[src/rtl/mem_load_unit.sv]
// rtl/mem_load_unit.sv - memory-stage load engine with data-cache handshake
//
// Purpose: accepts one load from the EX/Mem register and requests the
// 8-byte line from the data cache. It waits for the response, then
// aligns and extends the data according to funct3. The pipeline is
// stalled from load acceptance until the result is presented.
//
// Ports:
//   clk, rst               clock, synchronous active-high reset
//   EXMem_LdReq/RdAddr/AluData/Funct3   load from EX/Mem register
//   Dcache_ReqValid/ReqReady/Addr       cache request handshake
//   Dcache_RspValid/RspData             cache response
//   Mem_LdEN/Mem_RdAddr/Dcache_DataRd   load-result forwarding
//   Mem_Stall              hold IF..EX/Mem pipeline registers
//   Mem_Misalign           one-cycle misaligned-load exception pulse
module mem_load_unit #(
    parameter int DATA_WIDTH    = 64,
    parameter int RF_ADDR_WIDTH = 5,
    parameter int FUNCT3_WIDTH  = 3
) (
    input  logic                     clk,
    input  logic                     rst,
    input  logic                     EXMem_LdReq,
    input  logic [RF_ADDR_WIDTH-1:0] EXMem_RdAddr,
    input  logic [DATA_WIDTH-1:0]    EXMem_AluData,
    input  logic [FUNCT3_WIDTH-1:0]  EXMem_Funct3,
    output logic                     Dcache_ReqValid,
    input  logic                     Dcache_ReqReady,
    output logic [DATA_WIDTH-1:0]    Dcache_Addr,
    input  logic                     Dcache_RspValid,
    input  logic [DATA_WIDTH-1:0]    Dcache_RspData,
    output logic                     Mem_LdEN,
    output logic [RF_ADDR_WIDTH-1:0] Mem_RdAddr,
    output logic [DATA_WIDTH-1:0]    Dcache_DataRd,
    output logic                     Mem_Stall,
    output logic                     Mem_Misalign
);

    typedef enum logic [1:0] {
        IDLE = 2'd0,
        REQ  = 2'd1,
        WAIT = 2'd2,
        DONE = 2'd3
    } state_t;

    state_t                     state_q, state_d;
    logic [DATA_WIDTH-1:0]      addr_q;
    logic [FUNCT3_WIDTH-1:0]    funct3_q;
    logic [RF_ADDR_WIDTH-1:0]   rd_q;
    logic [DATA_WIDTH-1:0]      data_q;
    logic                       misalign_q;

    logic                       misaligned;
    logic                       accept;
    logic                       misalign_evt;
    logic [DATA_WIDTH-1:0]      shifted;
    logic [DATA_WIDTH-1:0]      fmt_data;

    // Size is encoded in funct3[1:0] for every load type; SIMD64 (111)
    // shares the doubleword alignment rule with LD (011).
    always_comb begin
        misaligned = 1'b0;
        case (EXMem_Funct3[1:0])
            2'b01:   misaligned = EXMem_AluData[0];
            2'b10:   misaligned = |EXMem_AluData[1:0];
            2'b11:   misaligned = |EXMem_AluData[2:0];
            default: misaligned = 1'b0;
        endcase
    end

    assign accept       = (state_q == IDLE) && EXMem_LdReq && !misaligned;
    assign misalign_evt = (state_q == IDLE) && EXMem_LdReq && misaligned;

    // State register
    always_ff @(posedge clk) begin
        if (rst) begin
            state_q <= IDLE;
        end else begin
            state_q <= state_d;
        end
    end

    // Next-state logic
    always_comb begin
        state_d = state_q;
        case (state_q)
            IDLE: if (accept) state_d = REQ;
            REQ:  if (Dcache_ReqReady) state_d = WAIT;
            WAIT: if (Dcache_RspValid) state_d = DONE;
            DONE: state_d = IDLE;
            default: state_d = IDLE;
        endcase
    end

    // Output logic; stall is forced low during reset so the pipeline
    // is never frozen by a stale request.
    always_comb begin
        Dcache_ReqValid = 1'b0;
        Mem_LdEN        = 1'b0;
        Mem_RdAddr      = '0;
        Mem_Stall       = 1'b0;
        case (state_q)
            IDLE: Mem_Stall = accept && !rst;
            REQ: begin
                Dcache_ReqValid = 1'b1;
                Mem_Stall       = !rst;
            end
            WAIT: Mem_Stall = !rst;
            DONE: begin
                Mem_LdEN   = 1'b1;
                Mem_RdAddr = rd_q;
            end
            default: ;
        endcase
    end

    // Capture registers and the formatted result
    always_ff @(posedge clk) begin
        if (rst) begin
            addr_q     <= '0;
            funct3_q   <= '0;
            rd_q       <= '0;
            data_q     <= '0;
            misalign_q <= 1'b0;
        end else begin
            misalign_q <= misalign_evt;
            if (accept) begin
                addr_q   <= EXMem_AluData;
                funct3_q <= EXMem_Funct3;
                rd_q     <= EXMem_RdAddr;
            end
            if (state_q == WAIT && Dcache_RspValid) begin
                data_q <= fmt_data;
            end
        end
    end

    // Bring the addressed byte lane down to bit 0, then extend.
    assign shifted = Dcache_RspData >> {addr_q[2:0], 3'b000};

    always_comb begin
        fmt_data = shifted;
        case (funct3_q)
            3'b000:  fmt_data = {{(DATA_WIDTH-8){shifted[7]}},   shifted[7:0]};
            3'b001:  fmt_data = {{(DATA_WIDTH-16){shifted[15]}}, shifted[15:0]};
            3'b010:  fmt_data = {{(DATA_WIDTH-32){shifted[31]}}, shifted[31:0]};
            3'b100:  fmt_data = {{(DATA_WIDTH-8){1'b0}},  shifted[7:0]};
            3'b101:  fmt_data = {{(DATA_WIDTH-16){1'b0}}, shifted[15:0]};
            3'b110:  fmt_data = {{(DATA_WIDTH-32){1'b0}}, shifted[31:0]};
            default: fmt_data = Dcache_RspData;
        endcase
    end

    assign Dcache_Addr   = {addr_q[DATA_WIDTH-1:3], 3'b000};
    assign Dcache_DataRd = data_q;
    assign Mem_Misalign  = misalign_q;

endmodule
[config.mk]
export PLATFORM = sky130hd
export DESIGN_NAME = mem_load_unit
export DESIGN_NICKNAME = d
export VERILOG_FILES = /design/src/rtl/mem_load_unit.sv
export SDC_FILE = /design/constraint.sdc
export NUM_CORES = 1
export LEC_CHECK = 0
export ABC_AREA = 0
export ABC_CLOCK_PERIOD_IN_PS = 2000
export CAP_MARGIN = 20
export CELL_PAD_IN_SITES_DETAIL_PLACEMENT = 1
export CELL_PAD_IN_SITES_GLOBAL_PLACEMENT = 1
export CORE_ASPECT_RATIO = 0.6
export CORE_MARGIN = 1.5
export CORE_UTILIZATION = 29
export CTS_BUF_LIST = sky130_fd_sc_hd__clkbuf_16
export CTS_CLUSTER_DIAMETER = 150
export DETAILED_ROUTE_END_ITERATION = 10
export PLACE_DENSITY = 0.84
export SYNTH_ARGS = -nofsm -noshare
export SYNTH_HDL_FRONTEND = slang
export SYNTH_SLANG_ARGS = --single-unit
[constraint.sdc]
create_clock -name clk -period 2 [get_ports clk]
set_input_delay 0.5 -clock clk [delete_from_list [all_inputs] [get_ports clk]]
set_output_delay 0.5 -clock clk [all_outputs]
set_load 0.01 [all_outputs]
==> summary.md, run 1 <==
| Metric | Value |
|---|---|
| WHS Path Cells | `2` |
| Sequential share of the synthesized area | `a little under two fifths` |
| Fin area | `11640 sq um` |
| First-pass GRT wire length | `about 49 mm` |
| Pre-CTS setup slack | `-0.8983 ns` |
| Routed wire length | `approximately 34 mm` |
| Synth top area cells | `dfxtp_1 (37%), nand2_1 (9.7%), mux2i_1 (8.6%), a21oi_1 (7.5%), buf_4 (6.8%)` |
| Final max-slew violation count | `0` |
| Fin crit period | `approximately 2.2 ns` |
| Initial DRC Count | `668` |
| Clock Skew | `between 0.007 and 0.008 ns` |
| Crit path DAT | `between 2 and 3 ns` |
| Cells after Synth | `approximately 910` |
| Wire length per cell | `around 22 um` |
| Fin nets | `~1300` |
| CTS clk-pin slew, worst paths | `about 0.060 ns` |
| Vias in the first global route | `~8000` |
| WP data required | `2.36 ns` |
| Drt pass-1 iters | `5` |
| Worst Slack Setup Final | `-0.1917 ns` |
| HP Class | `reg -> reg` |
| Violated checks | `setup timing` |
| Hold wc startpoint | `addr_q[11]$_SDFFE_PP0P_` |
| Clock sink total | `between 100 and 150` |
| Crit share post-route | `109.6%` |
| Vias | `between 7000 and 8000` |
| Final design utilization | `between 40% and 50%` |
| Final RePlAce weighted congestion | `0.9746` |
| Mapped Area | `between 7000 and 8000 sq um` |
| Maximum root-to-sink buffer count | `2` |
| Synth top area share | `37.27%` |
| R2r setup slk | `-0.19 ns` |
| CTS tree | `done` |
| PortBufs | `roughly 270` |
| Max frequency | `about 0.46 GHz` |
| Post-DP HPWL | `24.51 mm` |
| CP Cell Sequence | `buf_6 -> mux2i_1 -> mux4_2 -> nor4_4 -> nor4_4 -> buf_4 -> buf_4 -> buf_12 -> a211oi_2` |
| Max H-tree Level | `4` |
| Die span in x | `approximately 210 um` |
| Slowest CP cell | `mux4_2` |
| Antenna-violating nets left | `0` |
| Largest stage delay, worst path | `approximately 0.51 ns` |
| Synth warnings | `0` |
| Final setup viols | `around 60` |
| Launch point of the worst reg-to-reg path | `addr_q[0]$_SDFFE_PP0P_` |
| Power per cell area | `roughly 910 nW/um^2` |
| Final Hold Vio Count | `0` |
| Crit Path Max Fanout | `8` |
| Core ar. | `between 20000 and 30000 sq um` |
| Type of origin of the critical path | `flip-flop` |
| Critical path type | `reg -> reg` |
| Leakage power | `just over 4 nW` |
| Mapped Avg Cell Area | `between 8 and 9 sq um` |
| Via density | `about 5.3` |
| RSZ-0062 raised after global routing | `true` |
| Starting Density | `between 20% and 30%` |
| Number of synthesized register bits | `139` |
| Total congestion overflow | `0` |
| Maximum capacitance violations | `0` |
| DRC viols | `0` |
| Worst Hold Endpoint | `addr_q[11]$_SDFFE_PP0P_` |
| Pwr Total | `about 11 mW` |
| GRT Resource Usage Total | `between 20 and 25%` |
| Share of cells above drive strength 1 | `between 10% and 20%` |
| Die area | `approximately 27000 sq um` |
| Slew @ Worst Pin | `between 0.9 and 1 ns` |
| Root Buffer | `clkbuf_16` |
| Crit end category | `flip-flop` |
| Peak supply drop | `0.5895 mV` |
| I/O pin count | `278` |
| Die span in y | `roughly 130 um` |
| FF-to-FF path depth | `9` |
| Largest net degree at the start of global routing | `140` |
| Initial antenna violation count | `2` |
| Area after DPL | `approximately 11000 sq um` |
| Slew headroom | `a little over a third` |
| Layout area overhead | `55.85%` |
| Post-synth top area cell | `dfxtp_1` |
| Rows | `45` |
| Worst R2R End | `Dcache_DataRd[49]$_SDFFE_PP0P_` |
| Status | `finished with violations` |
| Total CTS buffers | `17` |
| Yosys cell types | `40` |
| Clk Latency, worst-skew pair | `approximately 0.45 ns` |
| Fin Setup TNS | `-6.764 ns` |
## synth_stat cells (all sizes together)
master,n
ha,5
a21oi,112
nor2b,2
o21ai,13
nand2b,11
nor3b,1
nor2,68
a31oi,2
and2,7
a211o,14
o22ai,36
inv,6
xnor2,1
nand2,192
conb,1
o31a,7
mux4,8
o31ai,1
or3,1
mux2,2
a211oi,55
o221a,1
nand3,3
a221oi,2
buf,85
mux2i,64
nor3,4
a22oi,7
o2bb2ai,1
dfxtp,139
clkbuf,55
nor4,2
or2,3
a21o,1
## stage by stage
step | std cells | hold slack (ns)
5_1_grt | 1521 | 0.4678
6_report | 1521 | 0.4527
3_3_place_gp | 1479 | 0.4385
3_5_place_dp | 1479 | 0.4477
2_1_floorplan | 914 | 0.4317
4_1_cts | 1519 | 0.4357
## per-layer routing
metal	global-route usage, %	vias up	share of wire [%]	routed length [um]
li1	-	3648	-	-
met1	33.78	3882	45	15210
met2	35.31	414	42	14030
met3	9.833	53	11	3749
met4	6.856	2	1.5	517
met5	0	-	0.033	11
## kinds of logic (layout without fill, tap and decap cells)
group	count (synthesis)	in the layout	synth area share, %
xor gates and xnor gates	1	1	0.1173
AOI/OAI and AO/OA	252	252	23.24
and+or+nand+nor	294	294	16.14
other	1	4	0.05022
adders and majority gates	5	5	0.8378
DFF	139	139	37.27
muxes	74	74	11.29
buffers and inverters	146	423	11.06
## worst max-delay path by stage
| stage | from | end | depth (start not counted) |
|---|---|---|---|
| finish | addr_q[0]$_SDFFE_PP0P_ | Dcache_DataRd[49]$_SDFFE_PP0P_ | 9 |
| global route | addr_q[0]$_SDFFE_PP0P_ | Dcache_DataRd[19]$_SDFFE_PP0P_ | 8 |
| CTS | addr_q[0]$_SDFFE_PP0P_ | Dcache_DataRd[55]$_SDFFE_PP0P_ | 7 |
| detailed placement | EXMem_AluData[0] | Mem_Stall | 8 |
| global placement | EXMem_AluData[0] | Mem_Stall | 8 |
| floorplan | addr_q[0]$_SDFFE_PP0P_ | Dcache_DataRd[35]$_SDFFE_PP0P_ | 7 |
## power breakdown
group	internal, mW	switching, mW	leakage (nW)
combinational	1.85	1.92	2.60
clock	2.19	1.29	0.303
sequential	3.11	0.230	1.13
## placed cells by master (no fill, tap or decap), drive strengths merged, types with 3 or more instances in the layout
| cell | count |
|---|---|
| a211oi | 55 |
| nand3 | 3 |
| nor3 | 4 |
| bufinv | 5 |
| o22ai | 36 |
| dlygate4sd2 | 11 |
| dfxtp | 139 |
| and2 | 7 |
| or2 | 3 |
| a211o | 14 |
| a22oi | 7 |
| o21ai | 13 |
| o31a | 7 |
| conb | 3 |
| a21oi | 112 |
| clkdlybuf4s50 | 252 |
| nand2 | 192 |
| mux4 | 8 |
| mux2i | 64 |
| nor2 | 68 |
| nand2b | 11 |
| clkbuf | 17 |
| ha | 5 |
| clkinv | 5 |
| buf | 118 |
| inv | 8 |
## critical path, delay by kind of cell, from the launching register on
family	cells	cell delay, ns
AOI/OAI and AO/OA	1	0.18
buffers and inverters	4	0.59
DFF	1	0.40
muxes	2	0.62
and+or+nand+nor	2	0.32
## flip-flops by register name, summed over array words and instances (netlist names)
name	flops
addr_q	64
state_q	2
Mem_Misalign	1
rd_q	5
funct3_q	3
Dcache_DataRd	64
## cell type report
cell class,instances,area (sq um)
flip-flops and latches,139,2794
inverters,6,22.52
well taps,329,411.6
fillers,2920,13640
clock buffers,17,425.4
diodes,1,2.502
repair buffers,386,3735
multi-input cells,629,4044
clock inverters,14,202.7
## repair_timing
action	in CTS	in global routing
buffers inserted	7	5
cloned	3	0
resized for setup	78	32
hold buffers	0	0
setup endpoints to repair	140	78
pin swaps	7	15
endpoints found under the hold margin	0	0
Power figures use the tool's default switching activity.
==> run 2: changes to the inputs <==
--- a/config.mk
+++ b/config.mk
@@ -5,7 +5,6 @@
 export SDC_FILE = /design/constraint.sdc
 export NUM_CORES = 1
 export LEC_CHECK = 0
-export ABC_AREA = 0
 export ABC_CLOCK_PERIOD_IN_PS = 2000
 export CAP_MARGIN = 20
 export CELL_PAD_IN_SITES_DETAIL_PLACEMENT = 1
@@ -15,8 +14,9 @@
 export CORE_UTILIZATION = 29
 export CTS_BUF_LIST = sky130_fd_sc_hd__clkbuf_16
 export CTS_CLUSTER_DIAMETER = 150
+export CTS_CLUSTER_SIZE = 28
 export DETAILED_ROUTE_END_ITERATION = 10
-export PLACE_DENSITY = 0.84
+export PLACE_DENSITY = 0.75
 export SYNTH_ARGS = -nofsm -noshare
 export SYNTH_HDL_FRONTEND = slang
 export SYNTH_SLANG_ARGS = --single-unit
==> summary.md, run 2 (synthesized netlist as in run 1, its figures left out) <==
| Metric | Value |
|---|---|
| Antenna-violating nets left | `0 (unchanged)` |
| Share of cells above drive strength 1 | `19.68% (was 19.65%)` |
| # fillers | `2939 (was 2920)` |
| Crit end category | `flip-flop (unchanged)` |
| Clock Power Share | `31.3% (was 32.8%)` |
| Maximum capacitance violations | `0 (unchanged)` |
| Top layer in use | `met5 (unchanged)` |
| HP Class | `reg -> reg (unchanged)` |
| Peak supply drop | `0.5484 mV (was 0.5895 mV)` |
| GRT Resource Usage Total | `24.20% (was 24.59%)` |
| Final max-slew violation count | `0 (unchanged)` |
| CTS clk-pin slew, worst paths | `0.06 ns (about the same)` |
| Met1 Wirelength | `15.78 mm (was 15.21 mm)` |
| Total congestion overflow | `0 (unchanged)` |
| Wire length per cell | `21.20 um (was 22.04 um)` |
| Root Buffer | `clkbuf_16 (unchanged)` |
| Layout area overhead | `55.11% (was 55.85%)` |
| CTS hold repair buffers | `0 (unchanged)` |
| Initial DRC Count | `563 (was 668)` |
| Power per cell area | `882.6 nW/um^2 (was 909.2 nW/um^2)` |
| Status | `finished with violations (unchanged)` |
| Vias | `7795 (was 7999)` |
| Clock Skew | `0.007360 ns (was 0.007738 ns)` |
| PortBufs | `274 (unchanged)` |
| Commonest non-fill, non-tap cells in the layout | `clkdlybuf4s50_1 (252), nand2_1 (191), dfxtp_1 (136) (was clkdlybuf4s50_1 (252), nand2_1 (191), dfxtp_1 (134))` |
| Die span in x | `210.2 um (unchanged)` |
| Fin crit period | `2.110 ns (was 2.192 ns)` |
| Logic pwr share | `36.1% (was 35.6%)` |
| DRC viols | `0 (unchanged)` |
| Type of origin of the critical path | `flip-flop (unchanged)` |
| Rows | `45 (unchanged)` |
| Via density | `5.098 (was 5.259)` |
| FF+latch area | `2791 sq um (was 2794 sq um)` |
| Post-DP HPWL | `24.33 mm (was 24.51 mm)` |
| Crit share post-route | `105.5% (was 109.6%)` |
| Leakage power | `4.040 nW (was 4.029 nW)` |
| Min Hold Slack | `0.4491 ns (was 0.4527 ns)` |
| First-pass GRT wire length | `48.36 mm (was 49.14 mm)` |
| I/O pin count | `278 (unchanged)` |
| Pre-CTS setup slack | `-0.8669 ns (was -0.8983 ns)` |
| Slew headroom | `41.20% (was 36.10%)` |
| Vias in the first global route | `7906 (was 8011)` |
| Max H-tree Level | `4 (unchanged)` |
| WP data required | `2.28 ns (was 2.36 ns)` |
| Sw Ratio | `32.90% (was 32.46%)` |
| Maximum root-to-sink buffer count | `2 (unchanged)` |
| Drt pass-1 iters | `5 (unchanged)` |
| Crit path DAT | `2.39 ns (was 2.55 ns)` |
| Int Pwr | `6.859 mW (was 7.147 mW)` |
| CTS tree | `done (unchanged)` |
| Psw | `3.363 mW (was 3.434 mW)` |
| Worst Slack Setup Final | `-0.1100 ns (was -0.1917 ns)` |
| Starting Density | `29.54% (unchanged)` |
| Core ar. | `25280 sq um (unchanged)` |
| Max frequency | `0.4739 GHz (was 0.4563 GHz)` |
| Routed wire length | `32.42 mm (was 33.52 mm)` |
| Die span in y | `127.3 um (unchanged)` |
| Violated checks | `setup timing (unchanged)` |
| RSZ-0062 raised after global routing | `true (unchanged)` |
| Leading cell type in the layout, fill and taps excluded | `clkdlybuf4s50_1 (unchanged)` |
| Largest net degree at the start of global routing | `140 (unchanged)` |
| Routed met2 length | `13.18 mm (was 14.03 mm)` |
| Die area | `26750 sq um (unchanged)` |
| Routed length on met3 | `3.102 mm (was 3.749 mm)` |
| Sequential Power Share | `32.7% (was 31.6%)` |
| Critical path type | `reg -> reg (unchanged)` |
| Crit Path Max Fanout | `32 (was 8)` |
| Fin nets | `1333 (was 1325)` |
| Total CTS buffers | `17 (unchanged)` |
| Final setup viols | `47 (was 59)` |
| Final RePlAce weighted congestion | `0.9090 (was 0.9746)` |
| Clk Latency, worst-skew pair | `0.44 ns (was 0.45 ns)` |
| Clock sink total | `139 (unchanged)` |
| Slew @ Worst Pin | `0.8820 ns (was 0.9516 ns)` |
| Initial antenna violation count | `2 (unchanged)` |
| Final Hold Vio Count | `0 (unchanged)` |
| Footprint of the multi-input gates | `4016 sq um (was 4044 sq um)` |
run 2: cell count changes in the layout (fill, tap and decap cells not counted), sizes merged:
| cell | previous run | this run |
|---|---|---|
| buf | 118 | 124 |
| dlymetal6s2s | 1 | 5 |
| clkbuf | 17 | 20 |
| bufbuf | 2 | 0 |
| bufinv | 5 | 3 |
| clkinvlp | 2 | 4 |
| dlygate4sd2 | 11 | 9 |
| clkdlybuf4s15 | 2 | 1 |
| clkinv | 5 | 6 |
| inv | 8 | 7 |
run 2: timing repair:
action | in CTS | in global routing
setup endpoints to repair | 137 | 123
setup buffers | 2 | 1
resized for setup | 49 | 30
pin swaps | 11 | 2
run 2: worst paths after layout:
| path | startpoint | end | slack, ns | depth (start not counted) |
|---|---|---|---|---|
| worst max-delay path | addr_q[0]$_SDFFE_PP0P_ | Dcache_DataRd[48]$_SDFFE_PP0P_ | -0.11 | 7 |
| worst min-delay path | rd_q[3]$_SDFFE_PP0P_ | rd_q[3]$_SDFFE_PP0P_ | 0.45 | 2 |
| worst max register to register | addr_q[0]$_SDFFE_PP0P_ | Dcache_DataRd[48]$_SDFFE_PP0P_ | -0.11 | 7 |
| worst min register to register | rd_q[3]$_SDFFE_PP0P_ | rd_q[3]$_SDFFE_PP0P_ | 0.45 | 2 |
run 2: area by class of cell:
| class | count | area share [%] |
|---|---|---|
| diodes | 1 | 0.02161 |
| inverters | 6 | 0.1944 |
| flip-flops and latches | 139 | 24.10 |
| clock buffers | 17 | 3.673 |
| multi-input cells | 629 | 34.68 |
| clock inverters | 14 | 1.329 |
| repair buffers | 394 | 32.45 |
| well taps | 329 | 3.554 |
run 2: power groups by stage:
stage	registers (mW)	clock network, mW	logic [mW]
4_1_cts	3.34	3.30	3.59
3_5_place_dp	3.39	0	3.52
2_1_floorplan	3.40	0	1.80
5_1_grt	3.38	3.42	3.95
6_report	3.34	3.20	3.69
3_3_place_gp	3.38	0	3.44
run 2: layer usage:
| layer | GRT usage [%] | up-vias |
|---|---|---|
| met5 | 0 | - |
| met4 | 5.501 | 2 |
| met3 | 9.464 | 29 |
| met2 | 33.74 | 299 |
| met1 | 34.64 | 3805 |
| li1 | - | 3660 |
run 2: worst max-delay path, stage by stage (launching register included):
cell and delay [ns]:
dfxtp_4 0.43, mux2i_1 0.26, mux4_2 0.32, nor4_4 0.05, buf_4 0.16, nor4_4 0.31
buf_12 0.28, a211oi_2 0.12
run 2: stage by stage:
| step | utilization (%) | area [sq um] | TNS, ns | power, mW | cells |
|---|---|---|---|---|---|
| after floorplan | - | 7477 | 0 | 5.203 | 914 |
| after global routing | 45.81 | 11580 | -7.713 | 10.75 | 1528 |
| final | 45.82 | 11580 | -3.634 | 10.22 | 1529 |
| after CTS | 45.51 | 11500 | -2.497 | 10.22 | 1527 |
| after detailed placement | 42.86 | 10840 | -84.34 | 6.912 | 1494 |
| after global placement | 42.86 | 10840 | -84.80 | 6.823 | 1494 |
